`config.mk`:
```
export PLATFORM = sky130hd
export DESIGN_NAME = bus_fetch_unit
export DESIGN_NICKNAME = d
export VERILOG_FILES = /design/src/rtl/bus_fetch_unit.sv
export SDC_FILE = /design/constraint.sdc
export NUM_CORES = 1
export LEC_CHECK = 0
export CORE_MARGIN = 2
export CORE_UTILIZATION = 49
export CTS_CLUSTER_DIAMETER = 100
export CTS_CLUSTER_SIZE = 12
export DETAILED_ROUTE_END_ITERATION = 8
export PLACE_DENSITY = 0.81
export RECOVER_POWER = 25
export SLEW_MARGIN = 20
export SYNTH_ARGS = -nofsm -noshare
export SYNTH_HDL_FRONTEND = slang
export SYNTH_SLANG_ARGS = --single-unit
```
`constraint.sdc`:
```
create_clock -name clk -period 2.7 [get_ports clk]
set_input_delay 0.54 -clock clk [delete_from_list [all_inputs] [get_ports clk]]
set_output_delay 0.54 -clock clk [all_outputs]
set_load 0.005 [all_outputs]
```
`src/rtl/bus_fetch_unit.sv`:
```
// Bus controller: instruction prefetch into the queue plus EU data reads/writes,
// EU has priority; misaligned EU words are split into two byte-lane bus cycles.
module bus_fetch_unit (
    input  logic        clk,
    input  logic        reset,
    input  logic [15:0] cs,
    input  logic [15:0] pfp,
    input  logic        queue_full,
    input  logic        flush,
    output logic        push,
    output logic [15:0] push_data,
    input  logic        eu_req,
    input  logic        eu_we,
    input  logic        eu_wide,
    input  logic [19:0] eu_addr,
    input  logic [15:0] eu_wdata,
    output logic        eu_ack,
    output logic [15:0] eu_rdata,
    output logic [19:0] mem_addr,
    output logic        mem_rd,
    output logic        mem_wr,
    output logic [1:0]  mem_be,
    output logic [15:0] mem_wdata,
    input  logic [15:0] mem_rdata,
    input  logic        mem_ready,
    output logic        busy
);
    localparam logic [2:0] IDLE  = 3'd0;
    localparam logic [2:0] FETCH = 3'd1;
    localparam logic [2:0] EU1   = 3'd2;
    localparam logic [2:0] EU2   = 3'd3;
    localparam logic [2:0] ACK   = 3'd4;

    logic [2:0]  state;
    logic        discard;
    logic        odd_pfp;
    logic        eu_we_q;
    logic        eu_wide_q;
    logic [19:0] eu_addr_q;
    logic [7:0]  eu_whi_q;
    logic [7:0]  lo_byte;
    logic [19:0] pa;
    logic [19:0] addr_next;

    assign pa        = {cs, 4'b0} + {4'b0, pfp};
    assign addr_next = eu_addr_q + 20'd1;
    assign busy      = (state == FETCH) || (state == EU1) || (state == EU2);

    always_ff @(posedge clk) begin
        if (reset) begin
            state     <= IDLE;
            discard   <= 1'b0;
            odd_pfp   <= 1'b0;
            eu_we_q   <= 1'b0;
            eu_wide_q <= 1'b0;
            eu_addr_q <= '0;
            eu_whi_q  <= '0;
            lo_byte   <= '0;
            push      <= 1'b0;
            push_data <= '0;
            eu_ack    <= 1'b0;
            eu_rdata  <= '0;
            mem_addr  <= '0;
            mem_rd    <= 1'b0;
            mem_wr    <= 1'b0;
            mem_be    <= '0;
            mem_wdata <= '0;
        end else begin
            push   <= 1'b0;
            eu_ack <= 1'b0;
            case (state)
                IDLE: begin
                    discard <= 1'b0;
                    if (eu_req) begin
                        state     <= EU1;
                        eu_we_q   <= eu_we;
                        eu_wide_q <= eu_wide;
                        eu_addr_q <= eu_addr;
                        eu_whi_q  <= eu_wdata[15:8];
                        mem_rd    <= !eu_we;
                        mem_wr    <= eu_we;
                        mem_addr  <= eu_addr & 20'hFFFFE;
                        if (eu_wide && !eu_addr[0]) begin
                            mem_be    <= 2'b11;
                            mem_wdata <= eu_wdata;
                        end else begin
                            // byte access, or the first (high-lane) half of a split word
                            mem_be    <= eu_addr[0] ? 2'b10 : 2'b01;
                            mem_wdata <= {2{eu_wdata[7:0]}};
                        end
                    end else if (!queue_full && !flush) begin
                        state    <= FETCH;
                        odd_pfp  <= pfp[0];
                        mem_rd   <= 1'b1;
                        mem_wr   <= 1'b0;
                        mem_addr <= pa & 20'hFFFFE;
                        mem_be   <= pfp[0] ? 2'b10 : 2'b11;
                    end
                end
                FETCH: begin
                    if (flush)
                        discard <= 1'b1;
                    if (mem_ready) begin
                        state  <= ACK;
                        mem_rd <= 1'b0;
                        // a flush in the completing cycle must also suppress the push
                        if (!(discard || flush)) begin
                            push      <= 1'b1;
                            push_data <= odd_pfp ? {8'h00, mem_rdata[15:8]} : mem_rdata;
                        end
                    end
                end
                EU1: begin
                    if (mem_ready) begin
                        if (eu_wide_q && eu_addr_q[0]) begin
                            state     <= EU2;
                            lo_byte   <= mem_rdata[15:8];
                            mem_addr  <= addr_next & 20'hFFFFE;
                            mem_be    <= 2'b01;
                            mem_wdata <= {2{eu_whi_q}};
                        end else begin
                            state  <= ACK;
                            mem_rd <= 1'b0;
                            mem_wr <= 1'b0;
                            eu_ack <= 1'b1;
                            if (!eu_we_q)
                                eu_rdata <= eu_wide_q ? mem_rdata :
                                            {8'h00, eu_addr_q[0] ? mem_rdata[15:8] : mem_rdata[7:0]};
                        end
                    end
                end
                EU2: begin
                    if (mem_ready) begin
                        state  <= ACK;
                        mem_rd <= 1'b0;
                        mem_wr <= 1'b0;
                        eu_ack <= 1'b1;
                        if (!eu_we_q)
                            eu_rdata <= {mem_rdata[7:0], lo_byte};
                    end
                end
                ACK: begin
                    state   <= IDLE;
                    discard <= 1'b0;
                end
                default: state <= IDLE;
            endcase
        end
    end
endmodule

```
# ---- Yosys cells after proc, flatten, opt, wreduce, memory -nomap -nowiden
# Index checks and enable logic that the tools add are counted.
dict set report totals {
  ff_bits 117
  input_bits 92
  output_inout_bits 75
  word_cells 116
}
dict set report op_classes {
  addsub 2
  eq_ne 14
  n_mux 49
  bitwise_logic 4
  reduce_logical 30
}
# cell count
set op_table {}
lappend op_table {{$mux W16} 11}
lappend op_table {{$mux W20} 4}
lappend op_table {{$pmux W16 S2} 2}
lappend op_table {{$pmux W20 S2} 1}
lappend op_table {{$add A20 B1 Y20 const B} 1}
lappend op_table {{$add A20 B16 Y20} 1}
lappend op_table {{$mux W3} 5}
lappend op_table {{$ne A2 B2 Y1 const B} 7}
lappend op_table {{$mux W1} 13}
lappend op_table {{$mux W2} 6}
lappend op_table {{$reduce_and A3 Y1} 4}
lappend op_table {{$reduce_and A5 Y1} 2}
lappend op_table {{$pmux W3 S3} 1}
lappend op_table {{$mux W8} 1}
lappend op_table {{$reduce_and A4 Y1} 2}
lappend op_table {{$eq A3 B2 Y1 const B} 2}
lappend op_table {{$pmux W1 S3} 2}
lappend op_table {{$reduce_and A6 Y1} 1}
lappend op_table {{$reduce_bool A2 Y1} 3}
lappend op_table {{$reduce_bool A3 Y1} 2}
lappend op_table {{$logic_not A1 Y1} 4}
lappend op_table {{$ne A2 B1 Y1 const B} 2}
lappend op_table {{$not A1 Y1} 4}
lappend op_table {{$pmux W1 S2} 2}
lappend op_table {{10 further kinds} 16}

# ---- Longest topological paths before layout
# Gate-level depths: netlist of the first run.
dict set report logic_depth {
  ltp_word 6
  depth_mapped 10
  mapped_depth_nobuf 8
}

# ---- Least setup slack after synthesis of the first run
# OpenSTA, ideal clock, no wires.
dict set report synth_timing {
  path_type {input port to flip-flop}
  start {in cs[0]}
  end {reg mem_addr[16]}
  setup_ps 119
  arrival_ps 2381
  t_required_ps 2581
  setup_slack_ps 201
  path_stages 8
  path_buffers 0
  path_cell_list {ha_1 > fa_1 > a21o_1 > a221o_1 > a31oi_2 > o21ai_0 > mux2i_1 > o221a_2}
}
dict set report synth_via {
  elab_chain_len 4
}
# element line_no
set synth_lines {}
lappend synth_lines {{start: declaration} 6} ;# input logic [15:0] cs,
lappend synth_lines {{$add A20 B16 Y20} 45} ;# assign pa = {cs, 4'b0} + {4'b0, pfp};
lappend synth_lines {{$mux W20} 91} ;# end else if (!queue_full && !flush) begin
lappend synth_lines {{$mux W20} 74} ;# if (eu_req) begin
lappend synth_lines {{$pmux W20 S2} 71} ;# case (state)
lappend synth_lines {{end signal: assignment} 82} ;# mem_addr <= eu_addr & 20'hFFFFE;
lappend synth_lines {{end signal: assignment} 96} ;# mem_addr <= pa & 20'hFFFFE;
lappend synth_lines {{end signal: assignment} 118} ;# mem_addr <= addr_next & 20'hFFFFE;
lappend synth_lines {{end: declaration} 19} ;# output logic [19:0] mem_addr,
# No other way between the ends. The select of a mux whose other input is x is not followed.
# A chain may end at the register's enable or synchronous reset.

# ---- Worst setup path in the final report of the first run
# Same ends and word-level chain as after synthesis.

==> results of run 1 <==
logic make-up after synthesis:
group / count (synthesis) / synth area share
AO/OA/AOI/OAI: 202 / 0.206
other: 1 / 0.000605
multiplexers: 53 / 0.0859
buffers and inverters: 65 / 0.0481
XOR/XNOR: 20 / 0.0283
AND/OR/NAND/NOR: 311 / 0.226
flip-flops: 116 / 0.375
adder cells (fa/ha/maj): 14 / 0.0295
how the worst max path moves through the flow:
stage                                      endpoint  depth (start not counted)  startpoint  slack, ns
after global routing      mem_addr[16]$_SDFFE_PP0P_                          9       cs[0]       0.05
after floorplan           mem_addr[16]$_SDFFE_PP0P_                          8       cs[0]       0.20
after CTS                 mem_addr[16]$_SDFFE_PP0P_                          9       cs[0]       0.09
final                     mem_addr[16]$_SDFFE_PP0P_                          9       cs[0]       0.13
after detailed placement  mem_addr[16]$_SDFFE_PP0P_                          9       cs[0]      -0.33
after global placement    mem_addr[16]$_SDFFE_PP0P_                          9       cs[0]      -0.30
sequential cells by signal, indices dropped and copies added (netlist names):
signal and flops:
mem_addr 19, push_data 16, eu_wide_q 1, mem_be 2, lo_byte 8, eu_rdata 16, state 3, eu_addr_q 20
discard 1, push 1, mem_wr 1, mem_rd 1, odd_pfp 1, eu_we_q 1, mem_wdata 16, eu_whi_q 8
eu_ack 1
through the flow:
step	setup WS, ns	instances
final	0.126	1133
after global routing	0.0495	1133
after CTS	0.0923	1132
after detailed placement	-0.330	1100
after global placement	-0.298	1100
after floorplan	0.201	782
cells in the mapped netlist (4+ instances only):
cell / count / area, um^2
dfxtp_1: 116 / 2320
nand2_1: 150 / 563
nand2b_1: 8 / 50.1
nor4_1: 4 / 25.0
nor3_1: 16 / 80.1
buf_2: 10 / 50.1
or3_1: 4 / 25.0
nand4_1: 10 / 62.6
ha_1: 13 / 163
a211oi_1: 12 / 90.1
mux2i_1: 52 / 521
a21oi_1: 96 / 480
a21o_1: 5 / 37.5
inv_1: 4 / 15.0
xor2_1: 10 / 87.6
nand3b_1: 10 / 75.1
o21ai_0: 20 / 100
buf_4: 5 / 37.5
nor2_1: 68 / 255
clkbuf_1: 40 / 150
nand3_1: 22 / 110
xnor2_1: 10 / 87.6
and3_1: 4 / 25.0
a311oi_1: 10 / 87.6
o211ai_1: 21 / 158
final cells by class:
class                      count  area share
tap                          172      0.0245
clock inverter                13      0.0286
inverter                       5     0.00214
sequential                   116       0.264
multi-input combinational    601       0.407
timing repair buffer         207       0.222
clock buffer                  19      0.0515
power by group:
part	internal, mW	total, mW	switching, mW
clock network	1.87	2.68	0.811
registers	1.85	1.96	0.110
logic	0.608	1.20	0.592
timing repair:
action / in CTS / in global routing
buffers inserted: 0 / 1
resized for setup: 0 / 1
hold endpoints to repair: 0 / 0
setup endpoints to repair: 0 / 1
worst min-delay path: stages, from the launching register on:
cell and delay [ns]:
dfxtp_1 0.30, nand2_1 0.05, a21oi_1 0.05
routing by layer:
layer / global-route usage / share of wire / up-vias / wire, um
met3: 0.0680 / 0.067 / 22 / 1220
met5: 0 / 0 / - / 0
met1: 0.340 / 0.43 / 2954 / 7800
met4: 0.0905 / 0.014 / 0 / 257
li1: - / - / 3118 / -
met2: 0.456 / 0.49 / 218 / 8910
==> run_results.csv, run 1 <==
group,metric,value,unit
sta,fin_crit,2.57,ns
detailed_routing,ant_nets,0,
clock_tree,cts_tree,"built",
global_routing,grt.total_usage,0.271,
placed_design,gp_congestion,0.926,
yosys,synth_edf_count,0,
setup_path,crit_slowest_cell,"clkdlybuf4s50_1",
setup_path,slowest_delay,0.40,ns
run,drv_cap,1,
pwr,p_leak,3.43,nW
clock_tree,cts_root_buffer,"clkbuf_16",
global_routing,grt_max_degree,45,
final_layout,drive_gt1_frac,0.0937,
floorplanning,rows,41,
clock_tree,cts_max_level,4,
final_layout,final_util,0.705,
clock_tree,clockBufferDepth,2,
setup_path,regToRegSetupSlack,0.26,ns
setup_path,worstPathCellList,"clkdlybuf4s50_1, ha_1, fa_2, a21o_1, a221o_1, a31oi_2, o21ai_0, mux2i_1, o221a_2",
setup_path,worst_ep_arrival_time,2.87,ns
final_layout,multi_input_area,0.00358,mm^2
clock_tree,clkTransAtPathRegs,0.06,ns
sta,fin_crit_sh,0.953,
sta,max_clock_freq,388,MHz
setup_path,critPathKind,"input port to register",
detailed_routing,vias_per_cell,5.57,
final_layout,nets,1054,
setup_path,rr_worst_depth,6,
yosys,ys_seq_elements,116,
pwr,ir_drop,0.345,mV
floorplanning,ios,167,
run_status,outcome,"finished with violations",
pwr,power,5.84,mW
clock_tree,cts_buffers,17,
setup_path,worstPathMaxFanout,4,
sta,fin_setup_tns,0,ns
yosys,syn_inst,782,
setup_path,crit_buf_inv,1,
run_status,violations,"capacitance limit, slew limit",
detailed_routing,drt_drc_violations_left,0,
final_layout,final_area,0.00879,mm^2
yosys,synth_area_per_cell,7.92,um^2
yosys,synth.distinct_cells,63,
detailed_routing,post_drt_wl_per_cell,16.0,um
clock_tree,clock_latency,0.41,ns
final_layout,final_common_cell,"clkdlybuf4s50_1",
setup_path,required,3.00,ns
detailed_routing,first_iter_violations,521,
global_routing,grt-ovfl-total,0,
detailed_routing,vias,6312,
placed_design,post-dp-hpwl,12700,um
final_layout,syn_to_final_growth,41.9,%
yosys,ys_warn_count,0,
setup_path,setup.worst_path.end_class,"register",
global_routing,grt_pass1_wl,29000,um
worst_hold_path,min_path_type,"register to register",
sta,holdWs,0.451,ns
yosys,synthFlopType,"dfxtp_1",
sta,setup_violations,0,
floorplanning,die_h,116,um
global_routing,grt_pass1_vias,5964,
setup_path,worstReg2RegStart,"state[1]$_SDFFE_PP0P_",
worst_hold_path,whs_endpoint,"mem_addr[4]$_SDFFE_PP0P_",
clock_tree,cts_hold_buf,0,
worst_hold_path,min_from,"mem_addr[4]$_SDFFE_PP0P_",
sta,finalMaxSlewViolations,36,
worst_hold_path,hold_depth,2,
detailed_routing,routed_wirelength,18200,um
detailed_routing,drt_first_pass_iters,6,
floorplanning,initial_utilization,0.497,
yosys,async_flop_share,0,
floorplanning,core,0.0125,mm^2
sta,final-hold-violation-count,0,
sta,rsz0062_at_grt,"false",
final_layout,ff_latch_area,0.00232,mm^2
placed_design,port_buffers,165,
placed_design,dpl-instance-area,0.00810,mm^2
final_layout,layout_common_cells,"157 x clkdlybuf4s50_1, 150 x nand2_1, 116 x dfxtp_1",
sta,skew,0.00847,ns
sta,maxSlewHeadroom,-0.0152,
sta,max_slew.worst_pin.slew,1.52,ns
final_layout,diodes,0,
setup_path,crit_path_start_kind,"input port",
yosys,ys_seq_area_frac,0.375,
yosys,synth_area,0.00619,mm^2
pwr,p_per_area,665,mW/mm^2
setup_path,r2r_end,"mem_addr[17]$_SDFFE_PP0P_",
floorplanning,die_w,116,um
global_routing,antenna_found_initial,0,
setup_path,critical_path.top_delay_family,"compound AO/OA/AOI/OAI gates",
final_layout,fill_cells,1028,
clock_tree,cts_num_sinks,116,
floorplanning,dieArea,0.0136,mm^2
yosys,synth_fp_nets,888,
Power figures use the tool's default switching activity.
==> inputs of run 2 (changes only) <==
--- a/config.mk
+++ b/config.mk
@@ -7,7 +7,7 @@
 export LEC_CHECK = 0
 export CORE_MARGIN = 2
 export CORE_UTILIZATION = 49
-export CTS_CLUSTER_DIAMETER = 100
+export CTS_CLUSTER_DIAMETER = 120
 export CTS_CLUSTER_SIZE = 12
 export DETAILED_ROUTE_END_ITERATION = 8
 export PLACE_DENSITY = 0.81
==> results of run 2 <==
The final DEF is identical to that of run 1; final timing and power are the same.
